[src/rtl/alu_acc_sequencer_if.sv]
// alu_acc_sequencer_if
//   Bundles the command handshake, the ALU operand/result bus and the
//   response handshake of the accumulator sequencer.
//
//   Handshakes: a transfer happens on a rising clk edge where valid and ready
//   are both high. The source holds its payload stable while valid is high
//   and ready is low.
//
//   Modports:
//     slave  - the sequencer: takes cmd_*, res_ready and alu_y/cf/zf;
//              drives cmd_ready, alu_a/b/op and res_*.
//     master - the environment around the sequencer (command source, ALU,
//              response sink): the mirror image of slave.
//
//   Parameters: N (datapath width), CNT_W (repeat-count width).
interface alu_acc_sequencer_if #(
  parameter int N     = 8,
  parameter int CNT_W = 4
);
  // command channel
  logic             cmd_valid;
  logic             cmd_ready;
  logic             cmd_load;
  logic [2:0]       cmd_op;
  logic [N-1:0]     cmd_b;
  logic [CNT_W-1:0] cmd_rep;
  // ALU side
  logic [N-1:0]     alu_a;
  logic [N-1:0]     alu_b;
  logic [2:0]       alu_op;
  logic [N-1:0]     alu_y;
  logic             alu_cf;
  logic             alu_zf;
  // response channel
  logic             res_valid;
  logic             res_ready;
  logic [N-1:0]     res_y;
  logic             res_cf;
  logic             res_zf;

  modport slave (
    input  cmd_valid, cmd_load, cmd_op, cmd_b, cmd_rep,
    input  alu_y, alu_cf, alu_zf,
    input  res_ready,
    output cmd_ready,
    output alu_a, alu_b, alu_op,
    output res_valid, res_y, res_cf, res_zf
  );

  modport master (
    output cmd_valid, cmd_load, cmd_op, cmd_b, cmd_rep,
    output alu_y, alu_cf, alu_zf,
    output res_ready,
    input  cmd_ready,
    input  alu_a, alu_b, alu_op,
    input  res_valid, res_y, res_cf, res_zf
  );
endinterface

[src/rtl/alu_acc_sequencer.sv]
// alu_acc_sequencer
//   Accumulator-based command sequencer placed in front of a combinational
//   ALU. A command either loads the accumulator directly (cmd_load=1) or runs
//   cmd_op against the latched B operand for cmd_rep+1 iterations, writing
//   the ALU result back into the accumulator each cycle. The final
//   accumulator value and flags are returned over the response handshake.
//
//   Ports:
//     clk       - rising-edge clock
//     rst       - synchronous, active-high reset (aborts any command)
//     bus       - alu_acc_sequencer_if.slave (command, ALU, response)
//     dbg_state - current FSM state (0 IDLE, 1 EXEC, 2 RESP)
//
//   Build option:
//     ALU_ACC_STICKY_CARRY_EN - when defined, res_cf is the OR of the carry
//     of every iteration of the command; otherwise it is the carry of the
//     final iteration. res_zf always follows the final iteration.
module alu_acc_sequencer #(
  parameter int N     = 8,
  parameter int CNT_W = 4
) (
  input  logic                    clk,
  input  logic                    rst,
  alu_acc_sequencer_if.slave      bus,
  output logic [1:0]              dbg_state
);

  typedef enum logic [1:0] {
    IDLE = 2'd0,
    EXEC = 2'd1,
    RESP = 2'd2
  } state_t;

  state_t           state;
  logic [N-1:0]     acc;
  logic [N-1:0]     b_q;
  logic [2:0]       op_q;
  logic [CNT_W-1:0] cnt;
  logic             cf_q;
  logic             zf_q;

  always_ff @(posedge clk) begin
    if (rst) begin
      state <= IDLE;
      acc   <= '0;
      b_q   <= '0;
      op_q  <= '0;
      cnt   <= '0;
      cf_q  <= 1'b0;
      zf_q  <= 1'b0;
    end else begin
      case (state)
        IDLE: begin
          if (bus.cmd_valid) begin
            if (bus.cmd_load) begin
              // Direct load bypasses the ALU; flags describe the loaded value.
              acc   <= bus.cmd_b;
              cf_q  <= 1'b0;
              zf_q  <= (bus.cmd_b == '0);
              state <= RESP;
            end else begin
              op_q  <= bus.cmd_op;
              b_q   <= bus.cmd_b;
              cnt   <= bus.cmd_rep;
`ifdef ALU_ACC_STICKY_CARRY_EN
              // Sticky carry accumulates from a clean slate per command.
              cf_q  <= 1'b0;
`endif
              state <= EXEC;
            end
          end
        end

        EXEC: begin
          acc  <= bus.alu_y;
          zf_q <= bus.alu_zf;
`ifdef ALU_ACC_STICKY_CARRY_EN
          cf_q <= cf_q | bus.alu_cf;
`else
          cf_q <= bus.alu_cf;
`endif
          // cnt holds the number of iterations still to run after this one,
          // so the edge seeing cnt==0 is the last evaluation.
          if (cnt == '0) begin
            state <= RESP;
          end else begin
            cnt <= cnt - CNT_W'(1);
          end
        end

        RESP: begin
          if (bus.res_ready) begin
            state <= IDLE;
          end
        end

        default: state <= IDLE;
      endcase
    end
  end

  // All handshake outputs decode registered state only.
  assign bus.cmd_ready = (state == IDLE);
  assign bus.res_valid = (state == RESP);

  assign bus.alu_a  = acc;
  assign bus.alu_b  = b_q;
  assign bus.alu_op = op_q;

  assign bus.res_y  = acc;
  assign bus.res_cf = cf_q;
  assign bus.res_zf = zf_q;

  assign dbg_state = state;

endmodule

[src/flat_wrapper.sv]
// flat-port wrapper written by rule: the top's interface ports become plain ports
module alu_acc_sequencer_flat 
#(
  parameter int N     = 8,
  parameter int CNT_W = 4
)
  (clk, rst, dbg_state, bus_cmd_valid, bus_cmd_load, bus_cmd_op, bus_cmd_b, bus_cmd_rep, bus_alu_y, bus_alu_cf, bus_alu_zf, bus_res_ready, bus_cmd_ready, bus_alu_a, bus_alu_b, bus_alu_op, bus_res_valid, bus_res_y, bus_res_cf, bus_res_zf);
  alu_acc_sequencer_if #(.N(N), .CNT_W(CNT_W)) bus_i ();
  input  logic clk;
  input  logic rst;
  output logic [1:0] dbg_state;
  input wire logic [$bits(bus_i.cmd_valid)-1:0] bus_cmd_valid;
  input wire logic [$bits(bus_i.cmd_load)-1:0] bus_cmd_load;
  input wire logic [$bits(bus_i.cmd_op)-1:0] bus_cmd_op;
  input wire logic [$bits(bus_i.cmd_b)-1:0] bus_cmd_b;
  input wire logic [$bits(bus_i.cmd_rep)-1:0] bus_cmd_rep;
  input wire logic [$bits(bus_i.alu_y)-1:0] bus_alu_y;
  input wire logic [$bits(bus_i.alu_cf)-1:0] bus_alu_cf;
  input wire logic [$bits(bus_i.alu_zf)-1:0] bus_alu_zf;
  input wire logic [$bits(bus_i.res_ready)-1:0] bus_res_ready;
  output wire logic [$bits(bus_i.cmd_ready)-1:0] bus_cmd_ready;
  output wire logic [$bits(bus_i.alu_a)-1:0] bus_alu_a;
  output wire logic [$bits(bus_i.alu_b)-1:0] bus_alu_b;
  output wire logic [$bits(bus_i.alu_op)-1:0] bus_alu_op;
  output wire logic [$bits(bus_i.res_valid)-1:0] bus_res_valid;
  output wire logic [$bits(bus_i.res_y)-1:0] bus_res_y;
  output wire logic [$bits(bus_i.res_cf)-1:0] bus_res_cf;
  output wire logic [$bits(bus_i.res_zf)-1:0] bus_res_zf;
  assign bus_i.cmd_valid = bus_cmd_valid;
  assign bus_i.cmd_load = bus_cmd_load;
  assign bus_i.cmd_op = bus_cmd_op;
  assign bus_i.cmd_b = bus_cmd_b;
  assign bus_i.cmd_rep = bus_cmd_rep;
  assign bus_i.alu_y = bus_alu_y;
  assign bus_i.alu_cf = bus_alu_cf;
  assign bus_i.alu_zf = bus_alu_zf;
  assign bus_i.res_ready = bus_res_ready;
  assign bus_cmd_ready = bus_i.cmd_ready;
  assign bus_alu_a = bus_i.alu_a;
  assign bus_alu_b = bus_i.alu_b;
  assign bus_alu_op = bus_i.alu_op;
  assign bus_res_valid = bus_i.res_valid;
  assign bus_res_y = bus_i.res_y;
  assign bus_res_cf = bus_i.res_cf;
  assign bus_res_zf = bus_i.res_zf;
  alu_acc_sequencer #(.N(N), .CNT_W(CNT_W)) u_core (.clk(clk), .rst(rst), .bus(bus_i), .dbg_state(dbg_state));
endmodule
[config.mk]
export PLATFORM = sky130hd
export DESIGN_NAME = alu_acc_sequencer_flat
export DESIGN_NICKNAME = d
export VERILOG_FILES = /design/src/rtl/alu_acc_sequencer_if.sv /design/src/rtl/alu_acc_sequencer.sv /design/src/flat_wrapper.sv
export SDC_FILE = /design/constraint.sdc
export NUM_CORES = 1
export LEC_CHECK = 0
export CAP_MARGIN = 20
export CORE_MARGIN = 3
export CORE_UTILIZATION = 36
export DETAILED_ROUTE_END_ITERATION = 10
export PLACE_DENSITY = 0.82
export SLEW_MARGIN = 20
export SYNTH_ARGS = -nofsm -noshare
export SYNTH_HDL_FRONTEND = slang
export SYNTH_SLANG_ARGS = --single-unit
[constraint.sdc]
create_clock -name clk -period 1.35 [get_ports clk]
set_input_delay 0.135 -clock clk [delete_from_list [all_inputs] [get_ports clk]]
set_output_delay 0.135 -clock clk [all_outputs]
set_load 0.01 [all_outputs]
# == Yosys cells after proc, flatten, opt, wreduce, memory -nomap -nowiden ==
# Index checks and enable logic that the tools add are counted.
# totals
register_bits,27
in_bits,30
output_inout_bits,33
# classes
n_addsub,1
n_eq_ne,8
n_mux,18
n_bitwise,1
n_reduce_logical,8
# ops
operator,n
8-bit 2-to-1 mux,2
8-bit case mux with 2 select lines,1
4-bit 2-to-1 mux,3
"2-bit inequality test, second input constant",5
3-bit AND reduction,3
8-bit logical NOT,1
2-bit 2-to-1 mux,4
4-bit case mux with 2 select lines,1
2-bit case mux with 3 select lines,1
4-bit logical NOT,1
1-bit 2-to-1 mux,4
1-bit case mux with 2 select lines,2
4-bit AND reduction,1
"4-bit by 1-bit subtractor with 4-bit output, second input constant",1
"2-bit by 1-bit == test with 1-bit output, second input constant",1
"2-bit == test, second input constant",1
2-bit logical NOT,1
"2-bit by 1-bit inequality test with 1-bit output, second input constant",1
2-bit nonzero test,1
1-bit NOT,1

# == Depth between registers and ports, before layout ==
# depth
word_depth,4
mapped_depth,6
ltp_nobuf,6

# == Least setup slack after synthesis ==
# No wires, ideal clock.
# synth_path
path_kind,reg-to-reg
from,register u_core.cnt[0]
to,register u_core.cnt[3]
setup_ns,0.120
t_arrival_ns,1.288
required_time_ns,1.230
slack_ns,-0.058
path_stages_with_launch,7
synth_period_minus_slack_ns,1.408
cell_sequence,dfxtp_1 > inv_1 > ha_1 > or2b_2 > o21ai_0 > a21oi_1 > o31a_1
# synth_between
elab_chain_len,3
# synth_lines
item,line_no,text
from (decl),alu_acc_sequencer.sv:38,logic [CNT_W-1:0] cnt;
from (signal assigned),alu_acc_sequencer.sv:64,cnt <= bus.cmd_rep;
from (signal assigned),alu_acc_sequencer.sv:87,cnt <= cnt - CNT_W'(1);
4-bit by 1-bit subtractor with 4-bit output or 4-bit logical NOT (tied branches),"alu_acc_sequencer.sv:87, alu_acc_sequencer.sv:84",
4-bit 2-to-1 mux or 2-bit inequality test (tied branches),--,
4-bit case mux with 2 select lines or 4-bit AND reduction (tied branches),--,
# Parallel ways exist; a longest one is shown, timed or not. The select of a mux whose other input is x is not followed.
# A chain may end at the register's enable or synchronous reset.

# == Final worst setup path ==
# layout_path
from,register u_core.state[1] (netlist: u_core.dbg_state[1])
to,register u_core.b_q[2] (netlist: u_core.bus.alu_b[2])
# layout_between
elab_chain_len,2
# layout_lines
item,line_no,text
from (decl),alu_acc_sequencer.sv:34,state_t state;
from (signal assigned),alu_acc_sequencer.sv:44,state <= IDLE;
from (signal assigned),alu_acc_sequencer.sv:60,state <= RESP;
from (signal assigned),alu_acc_sequencer.sv:69,state <= EXEC;
2-bit logical NOT,alu_acc_sequencer.sv:52,case (state)
3-bit AND reduction (no line),--,
to (signal assigned),alu_acc_sequencer.sv:63,b_q <= bus.cmd_b;
to (decl),alu_acc_sequencer.sv:36,logic [N-1:0] b_q;
# No other way between the ends.

==> impl_metrics.csv <==
group,metric,value,unit
status,outcome,"complete, but fails checks",
die,io_pins,63,
synth,ys_types,34,
cells_and_area,regArea,551,um^2
die,core,3440,um^2
pwr,power.share.combinational,36.6,%
worst_hold_path,min_path_type,"in2reg",
pwr,p_int,1.54,mW
clocking,ctsHoldBuffers,0,
global_route,grtUsageTotal,16.4,%
detailed_routing,via_per_inst,5.08,
worst_setup_path,crit_path_top_delay_cell,"dfxtp_4",
clocking,cts.reportedPaths.clkPinSlew,0.10,ns
global_route,grt_pass1_wl,5.66,mm
global_route,grt.met1_usage,20.4,%
pwr,power.share.clock,22.1,%
worst_setup_path,ff2ff_path_depth,6,
clocking,root_buffer,"clkbuf_8",
cells_and_area,n_antenna_cell,0,
clocking,clkSinkCount,27,
detailed_routing,wirelength,4.26,mm
global_route,grt_max_degree,28,
cells_and_area,nFillCells,258,
worst_setup_path,crit_required,1.53,ns
synth,synth_area,1320,um^2
synth,avgSynthCellArea,8.11,um^2
synth,async_flop_share,0,%
detailed_routing,vias,1463,
sta,finalCriticalPeriod,1.58,ns
worst_setup_path,crit_fanout,7,
detailed_routing,drt.antenna.violating_nets,0,
worst_setup_path,crit_arrival,1.76,ns
worst_setup_path,setup.worst_path.start_class,"flop",
detailed_routing,wl_per_cell,14.8,um
sta,fin_ws,-0.231,ns
clocking,h-tree-depth,1,
global_route,grt_pass1_vias,1295,
clocking,cts_tree,"yes",
status,violations,"setup timing",
placed_design,routabilityCongestion,0.805,
die,start_util,38.4,%
sta,final-setup-viol-count,15,
synth,yosys_warnings,0,
worst_setup_path,crit_type,"reg2reg",
sta,worst_pin_slew,0.375,ns
global_route,grt_use_met3,3.54,%
detailed_routing,drc,0,
synth,synthCells,163,
clocking,clk_latency,0.29,ns
sta,skew,0.00558,ns
pwr,p_switching,0.701,mW
placed_design,dp_hpwl,2.70,mm
clocking,cts_buffer_depth,2,
pwr,ir_drop,0.473,mV
job,maxCapViolations,0,
worst_setup_path,worstSetupEndpointType,"flop",
pwr,power_density,966,nW/um^2
sta,period_share,117,%
die,num_rows,21,
synth,ys_ff_latch,27,
global_route,gr-total-overflow,0,
die,die-width,66.6,um
synth,synth_edf_count,0,
synth,ys_seq_area_share,40.9,%
detailed_routing,drt_iter0_drc,44,
cells_and_area,drive_gt1_share,26.0,%
sta,drv_slew,0,
cells_and_area,multi_input_area,713,um^2
sta,rsz0062_at_grt,"true",
worst_setup_path,critPathBufInv,3,
die,die_h,66.6,um
cells_and_area,area_growth,75.9,%
global_route,antenna_found_initial,0,
pwr,finalPower,2.24,mW
worst_setup_path,crit_path_cell_trace,"buf_12 > nor4b_4 > buf_4 > buf_6 > nand2_1 > a21oi_1",
global_route,top_usage_layer,"met2",
worst_hold_path,hold_depth,3,
placed_design,dp_slack,-0.242,ns
sta,slew_headroom,74.8,%
die,dieArea,4430,um^2
worst_setup_path,slowest_delay,0.37,ns
pwr,p_leak,1.09,nW
detailed_routing,drtPass1Iterations,4,
worst_setup_path,cp_top_family,"buffers and inverters",
synth,ys.flop_type,"dfxtp_1",
clocking,cts_buffers,3,
global_route,grtUsageMet2,27.4,%
synth,synth_fp_nets,194,
pwr,switching_share,31.2,%
cells_and_area,nNetsFinal,274,
worst_setup_path,crit_cells,6,
placed_design,io_buffers,62,
sta,max_freq,0.632,GHz
pwr,seqPwrFrac,41.3,%
sta,final_hold_viol_count,0,
path summary, 6_finish.rpt:
kind / startpoint / to / slack (ns)
max: u_core.dbg_state[1] / u_core.bus.alu_b[2] / -0.23
min: bus_alu_cf / u_core.bus.res_cf / 0.39
max reg2reg: u_core.dbg_state[1] / u_core.bus.alu_b[2] / -0.23
min reg2reg: u_core.bus.alu_op[1] / u_core.bus.alu_op[1] / 0.46
cell type report:
class	instances	share of cell area [%]
Timing Repair Buffer	93	40.4
Multi-Input combinational cell	114	30.7
Sequential cell	27	23.7
Tap cell	46	2.48
Clock buffer	3	1.78
Inverter	4	0.646
Clock inverter	1	0.323
registers in the layout (all words and copies together), names as in the netlist:
register,cells
u_core.bus.res_zf,1
u_core.bus.alu_b,8
u_core.cnt,4
u_core.bus.alu_a,8
u_core.dbg_state,2
u_core.bus.res_cf,1
u_core.bus.alu_op,3
routing by layer:
metal | routed length (um) | vias to the layer above
li1 | - | 711
met1 | 1820 | 681
met2 | 2080 | 62
met3 | 267 | 9
met4 | 93 | 0
met5 | 0 | -
layout by cell type, fill, tap and decap left out, drive strengths merged:
cell	instances
a211oi	1
a21o	1
a21oi	18
a221oi	1
a311oi	9
and2b	1
buf	31
clkbuf	5
clkdlybuf4s50	45
clkinvlp	1
dfxtp	27
dlygate4sd2	2
dlymetal6s2s	13
ha	1
inv	4
mux2i	1
nand2	44
nand2b	1
nand3	1
nand4b	1
nor2	16
nor2b	2
nor3	3
nor3b	1
nor4	2
nor4b	1
o21ai	4
o21bai	1
o31a	1
o31ai	1
or2b	1
or4	1
timing repair:
action / 4_1_cts / 5_1_grt
setup endpoints to repair: 19 / 32
gates resized for setup: 9 / 34
gates cloned: 0 / 1
setup buffers: 2 / 7
pin swaps: 3 / 5
synth_stat cells, types with 2 or more instances:
cell type	instances	area, um^2
nand2_1	44	165
dfxtp_1	27	541
a21oi_1	17	85.1
nor2_1	15	56.3
buf_4	11	82.6
a311oi_1	8	70.1
clkbuf_1	4	15.0
inv_1	4	15.0
o21ai_0	4	20.0
buf_6	3	33.8
nor3_1	2	10.0
nor4_1	2	12.5
worst register-to-register path, cell delays in order (launching register included):
cell and delay (ns):
dfxtp_4 0.37, buf_12 0.13, nor4b_4 0.30, buf_4 0.19, buf_6 0.14, nand2_1 0.09
a21oi_1 0.25
kinds of logic (layout without fill, tap and decap cells):
group | count (synthesis) | count (layout) | share of synthesized area, %
AO/OA/AOI/OAI | 37 | 37 | 19.0
adder cells (fa/ha/maj) | 1 | 1 | 0.947
buffers and inverters | 22 | 101 | 11.1
flip-flops | 27 | 27 | 40.9
multiplexers | 1 | 1 | 0.758
AND/OR/NAND/NOR | 75 | 75 | 27.3
through the flow:
| stage | area (um^2) | instances | utilization (%) | TNS, ns | hold WS (ns) |
|---|---|---|---|---|---|
| after floorplan | 1350 | 163 | - | -0.0319 | 0.271 |
| after global placement | 2100 | 274 | 61.1 | -2.98 | 0.441 |
| after detailed placement | 2100 | 274 | 61.1 | -3.79 | 0.449 |
| after CTS | 2170 | 280 | 63.2 | -0.259 | 0.400 |
| after global routing | 2320 | 288 | 67.5 | -1.45 | 0.399 |
| final | 2320 | 288 | 67.5 | -0.750 | 0.392 |
power by group through the flow:
stage	logic, mW	clock network (mW)	registers [mW]
6_report	0.822	0.496	0.926
3_5_place_dp	0.753	0	0.940
3_3_place_gp	0.736	0	0.937
4_1_cts	0.760	0.495	0.924
2_1_floorplan	0.353	0	0.961
5_1_grt	0.882	0.527	0.935
(Power assumes the default switching activity.)
